==> config.mk <==
export PLATFORM = sky130hd
export DESIGN_NAME = change_dispenser
export DESIGN_NICKNAME = d
export VERILOG_FILES = /design/src/rtl/change_dispenser.sv
export SDC_FILE = /design/constraint.sdc
export NUM_CORES = 1
export LEC_CHECK = 0
export BUFFER_PORTS_ARGS = -buffer_cell sky130_fd_sc_hd__buf_2
export CORE_MARGIN = 2
export CORE_UTILIZATION = 61
export CTS_CLUSTER_SIZE = 24
export DETAILED_ROUTE_END_ITERATION = 6
export PLACE_DENSITY = 0.86
export SLEW_MARGIN = 20
export SYNTH_ARGS = -nofsm -noshare
export SYNTH_HDL_FRONTEND = slang
export SYNTH_SLANG_ARGS = --single-unit
export TNS_END_PERCENT = 5
==> constraint.sdc <==
create_clock -name clk -period 9.05 [get_ports clk]
set_input_delay 0.4525 -clock clk [delete_from_list [all_inputs] [get_ports clk]]
set_output_delay 0.4525 -clock clk [all_outputs]
set_load 0.03 [all_outputs]
==> src/rtl/change_dispenser.sv <==
// change_dispenser: drains the change owed after a sale, largest coin first,
// over a valid/ready handshake to the coin mechanism.
//
// Ports:
//   clk, reset        - rising-edge clock, synchronous active-high reset
//   start             - request a transaction (sampled only in IDLE)
//   total, price      - accumulated credit and item price, latched on start
//   busy              - high while checking credit or dispensing
//   done              - one-cycle completion pulse
//   err               - insufficient credit; held until the next accepted start
//   coin_valid        - a coin is offered to the mechanism
//   coin_value        - denomination of the offered coin
//   coin_ready        - mechanism accepts the offered coin
//   remaining         - change still to be dispensed
//   coin_count        - coins dispensed in the current transaction
module change_dispenser #(
  parameter int unsigned WIDTH  = 16,
  parameter int unsigned DEN_HI = 5,
  parameter int unsigned DEN_LO = 1
) (
  input  logic             clk,
  input  logic             reset,
  input  logic             start,
  input  logic [WIDTH-1:0] total,
  input  logic [WIDTH-1:0] price,
  output logic             busy,
  output logic             done,
  output logic             err,
  output logic             coin_valid,
  output logic [3:0]       coin_value,
  input  logic             coin_ready,
  output logic [WIDTH-1:0] remaining,
  output logic [WIDTH-1:0] coin_count
);

  localparam int unsigned COIN_W = 4;

  typedef enum logic [1:0] {
    S_IDLE,
    S_CHECK,
    S_DISPENSE,
    S_DONE
  } state_t;

  state_t              r_state;
  logic [WIDTH-1:0]    r_total;
  logic [WIDTH-1:0]    r_price;
  logic [WIDTH-1:0]    r_remaining;
  logic [WIDTH-1:0]    r_coin_count;
  logic                r_err;
  logic                r_busy;
  logic                r_done;
  logic                r_coin_valid;

  state_t              w_state;
  logic [WIDTH-1:0]    w_total;
  logic [WIDTH-1:0]    w_price;
  logic [WIDTH-1:0]    w_remaining;
  logic [WIDTH-1:0]    w_coin_count;
  logic                w_err;
  logic                w_busy;
  logic                w_done;
  logic                w_coin_valid;

  logic [COIN_W-1:0]   w_coin_value;
  logic [WIDTH-1:0]    w_diff;
  logic [WIDTH-1:0]    w_rem_after;

  // Greedy denomination, decoded from the registered balance so it stays
  // stable for as long as the offer is stalled.
  assign w_coin_value = (r_remaining >= WIDTH'(DEN_HI)) ? COIN_W'(DEN_HI)
                                                        : COIN_W'(DEN_LO);
  assign w_diff       = r_total - r_price;
  assign w_rem_after  = r_remaining - WIDTH'(w_coin_value);

  // Next-state and next-output logic; registered outputs are computed from
  // the state being entered.
  always_comb begin
    w_state      = r_state;
    w_total      = r_total;
    w_price      = r_price;
    w_remaining  = r_remaining;
    w_coin_count = r_coin_count;
    w_err        = r_err;
    w_busy       = 1'b0;
    w_done       = 1'b0;
    w_coin_valid = 1'b0;

    case (r_state)
      S_IDLE: begin
        if (start) begin
          w_total      = total;
          w_price      = price;
          w_coin_count = '0;
          w_err        = 1'b0;
          w_state      = S_CHECK;
          w_busy       = 1'b1;
        end
      end
      S_CHECK: begin
        if (r_total < r_price) begin
          w_err       = 1'b1;
          w_remaining = '0;
          w_state     = S_DONE;
          w_done      = 1'b1;
        end else begin
          w_remaining = w_diff;
          if (w_diff != '0) begin
            w_state      = S_DISPENSE;
            w_busy       = 1'b1;
            w_coin_valid = 1'b1;
          end else begin
            w_state = S_DONE;
            w_done  = 1'b1;
          end
        end
      end
      S_DISPENSE: begin
        w_busy       = 1'b1;
        w_coin_valid = 1'b1;
        if (r_coin_valid && coin_ready) begin
          w_remaining  = w_rem_after;
          w_coin_count = r_coin_count + WIDTH'(1);
          if (w_rem_after == '0) begin
            w_state      = S_DONE;
            w_busy       = 1'b0;
            w_coin_valid = 1'b0;
            w_done       = 1'b1;
          end
        end
      end
      S_DONE: begin
        w_state = S_IDLE;
      end
      default: begin
        w_state = S_IDLE;
      end
    endcase
  end

  // State and output registers.
  always_ff @(posedge clk) begin
    if (reset) begin
      r_state      <= S_IDLE;
      r_total      <= '0;
      r_price      <= '0;
      r_remaining  <= '0;
      r_coin_count <= '0;
      r_err        <= 1'b0;
      r_busy       <= 1'b0;
      r_done       <= 1'b0;
      r_coin_valid <= 1'b0;
    end else begin
      r_state      <= w_state;
      r_total      <= w_total;
      r_price      <= w_price;
      r_remaining  <= w_remaining;
      r_coin_count <= w_coin_count;
      r_err        <= w_err;
      r_busy       <= w_busy;
      r_done       <= w_done;
      r_coin_valid <= w_coin_valid;
    end
  end

  assign busy       = r_busy;
  assign done       = r_done;
  assign err        = r_err;
  assign coin_valid = r_coin_valid;
  assign coin_value = w_coin_value;
  assign remaining  = r_remaining;
  assign coin_count = r_coin_count;

endmodule

==> results by group <==
Floorplan
  • DIE AREA: 0.00786 mm²
  • Row count: 30
  • Die X: 88.7 µm
  • Initial core utilization: 0.637
  • Die Span Y: 88.7 µm
  • Ports: 76
  • Core area: 0.00687 mm²

STA
  • Fmax achieved: 288 MHz
  • Slew @ Worst Pin: approximately 1.1 ns
  • Min setup slack post-route: 5.58 ns
  • Slew Limit Fails: 0
  • RSZ-0062 raised after global routing: false
  • Worst slew margin: 0.289
  • Final Hold Viols: 0
  • Post-layout min period: around 3.5 ns
  • Clk_skew: 0.0104 ns
  • Final period util: 0.383
  • # setup viols final: 0
  • Setup TNS: 0 ns

Synth
  • YS warnings: 0
  • Avg Inst Size Synth: 7.61 µm²
  • Leading area contributor after synthesis: dfxtp_1
  • Post-synthesis cell area: 0.00437 mm²
  • Register area share after synthesis: 0.320
  • Top FF cell, synth: dfxtp_1
  • Synth top area cells: dfxtp_1 (32%), nand2_1 (8.3%), a21oi_1 (7.7%)
  • Netlist cell types: ~70
  • #FFs+latches synth: 70
  • EDFF count, synth: 0
  • Top cell type's share of synthesized area: 0.320
  • Gate count of the mapped netlist: about 580
  • Async SR Flop Fraction: 0

Detailed routing
  • DRC viols: 0
  • Pre-antenna DRT Iters: 5
  • WL final: 11100 µm
  • Vias: 4346
  • Final ANT Viol Nets: 0
  • WL/cell: 15.2 µm
  • Via density: around 5.9
  • Initial DRC count: roughly 510

GRT
  • All-Layer GR Usage: 0.294
  • Antenna violations before repair: 0
  • Vias in the first global route: 4047
  • First-pass GRT wire length: 18400 µm
  • Largest net degree at the start of global routing: 59
  • Congestion Overflow GR: 0

Pwr
  • LEAKAGE: 2.07 nW
  • Cell area power density: 389 mW/mm²
  • Largest vdd supply drop: 0.000171 V
  • Overall power: 1.93 mW

Clocking
  • Post-CTS repair timing setup buffer count: 0
  • Sink count of the clock tree: 70
  • CTS buffer count: 9
  • Clock tree buffer depth: 2
  • Clk pin slew, worst setup/hold paths: 0.08 ns
  • Worst-skew pair later-pin latency: 0.35 ns
  • Root Driver: clkbuf_8
  • CTS Hold Bufs: 0
  • TritonCTS clock tree: built
  • Level count of the clock H-tree: 3
  • Post-CTS Resized: 0

Worst setup path
  • R2R cell count: 11
  • Worst path arrival time: about 3.8 ns
  • WP data required: 9.34 ns
  • CP most frequent cell: nor4_4
  • Crit start category: register
  • Cell Chain, Critical Path: nor4_4 -> and4_2 -> and3_1 -> ha_1 -> o21ai_0 -> nand3_2 -> o211a_1 -> nor4_4 -> a21oi_1 -> or3b_1 -> a31oi_1
  • WS Path Type: reg -> reg
  • Crit path max fanout: 9
  • Slowest-stage cell, CP: dfxtp_1
  • Setup slack, reg-to-reg: 5.58 ns
  • Critical path endpoint category: register
  • Largest stage delay, worst path: 0.42 ns

Cells and area
  • # diodes: 0
  • Seq. cell area: 0.00140 mm²
  • Multi-input gate area: 0.00275 mm²
  • Filler instances: 574
  • Fin nets: approximately 690
  • Layout area overhead: 13.2%
  • Layout cells sized above 1: 0.162

Job
  • Max-cap viol count: 0

Placement
  • Post-DP HPWL: 8110 µm
  • Global placement routability congestion: 0.995
  • Pre-CTS WS: 5.66 ns
  • PortBufs: a little over 70

Run status
  • Status: finished, final reports clean

Hold path
  • Worst Hold Class: in -> reg
  • Hold path cells: 3
-- cells in the final DEF (no fill, tap or decap), types with 5 or more instances in the layout --
cell type,count
nand2_1,96
buf_2,72
dfxtp_1,70
a21oi_1,67
nor2_1,50
inv_1,27
ha_1,26
o21ai_0,21
xor2_1,17
nand3_1,16
nor3_1,16
nand4_1,14
o21a_1,9
xnor2_1,9
clkbuf_8,9
or3_1,7
a211oi_1,7
nor4_1,6
and3_1,6
nand2b_1,5
a21o_1,5
-- through the flow --
| stage | utilization | hold slack [ns] | instance area (µm²) | std cells |
|---|---|---|---|---|
| 2_1_floorplan | - | 0.436 | 4380 | 576 |
| 3_5_place_dp | 0.688 | 0.448 | 4730 | 715 |
| 3_3_place_gp | 0.688 | 0.447 | 4730 | 715 |
| 6_report | 0.721 | 0.330 | 4950 | 731 |
| 5_1_grt | 0.721 | 0.338 | 4950 | 731 |
| 4_1_cts | 0.721 | 0.326 | 4950 | 731 |
-- registers in the layout, summed over array words and instances (netlist names) --
signal	count
coin_valid	1
remaining	16
r_price	16
r_total	16
done	1
r_state	2
busy	1
err	1
coin_count	16
-- worst paths after layout --
kind                 from    endpoint
max reg2reg  remaining[8]        done
max          remaining[8]        done
min reg2reg    r_price[3]  r_price[3]
min              total[9]  r_total[9]
-- layout make-up --
| cell class | instances | share of cell area |
|---|---|---|
| flip-flops and latches | 70 | 0.283 |
| multi-input cells | 449 | 0.554 |
| repair buffers | 72 | 0.0727 |
| inverters | 28 | 0.0212 |
| clock buffers | 9 | 0.0250 |
| well taps | 96 | 0.0242 |
| clock inverters | 7 | 0.0197 |
-- power breakdown --
group / internal [mW] / switching (mW) / total (mW)
clock network: 0.156 / 0.128 / 0.284
logic: 0.423 / 0.774 / 1.20
registers: 0.374 / 0.0729 / 0.447
-- worst max-delay path: cells and delay by family, from the launching register on --
family / cells / cell delay (ns)
AOI/OAI and AO/OA: 4 / 0.81
adders and majority gates: 1 / 0.25
DFF: 1 / 0.42
and+or+nand+nor: 6 / 1.92
-- cell families (layout without fill, tap and decap cells) --
kind of cell,count (synthesis),count (layout),share of synthesized area
compound gates,150,150,0.214
flops,70,70,0.320
buf+inv,57,116,0.0538
other cells,2,3,0.00172
simple gates,241,241,0.274
fa+ha+maj,27,27,0.0789
xor+xnor,26,26,0.0521
mux,2,2,0.00486
-- cells in the mapped netlist, types with 2 or more instances --
cell type / instances
a211oi_1: 7
inv_1: 27
nor2b_1: 3
buf_1: 2
xor2_1: 17
nand2_1: 97
nand3b_1: 2
nor4_4: 3
xnor2_1: 9
clkbuf_1: 21
o21a_1: 9
o2111ai_1: 3
and3_1: 6
o21ai_0: 21
nor2_1: 50
nor3_1: 16
a21oi_1: 67
nor4b_1: 2
a21boi_0: 5
a22oi_1: 2
nor4_2: 2
buf_2: 2
o31ai_1: 3
conb_1: 2
a221oi_1: 3
and4_1: 2
ha_1: 26
or3_1: 7
nor4_1: 6
o22ai_1: 2
nand4_1: 14
dfxtp_1: 70
nand2b_1: 5
buf_4: 3
o221ai_1: 2
a31oi_1: 4
o211ai_1: 3
a21o_1: 5
nand3_1: 16
-- metal layers --
layer / share of wire / vias to the layer above / global-route usage
met5: 0 / - / 0
met4: 0.025 / 0 / 0.123
met3: 0.071 / 27 / 0.0606
met2: 0.45 / 179 / 0.474
met1: 0.45 / 1999 / 0.383
li1: - / 2141 / -
Power figures use the tool's default switching activity.
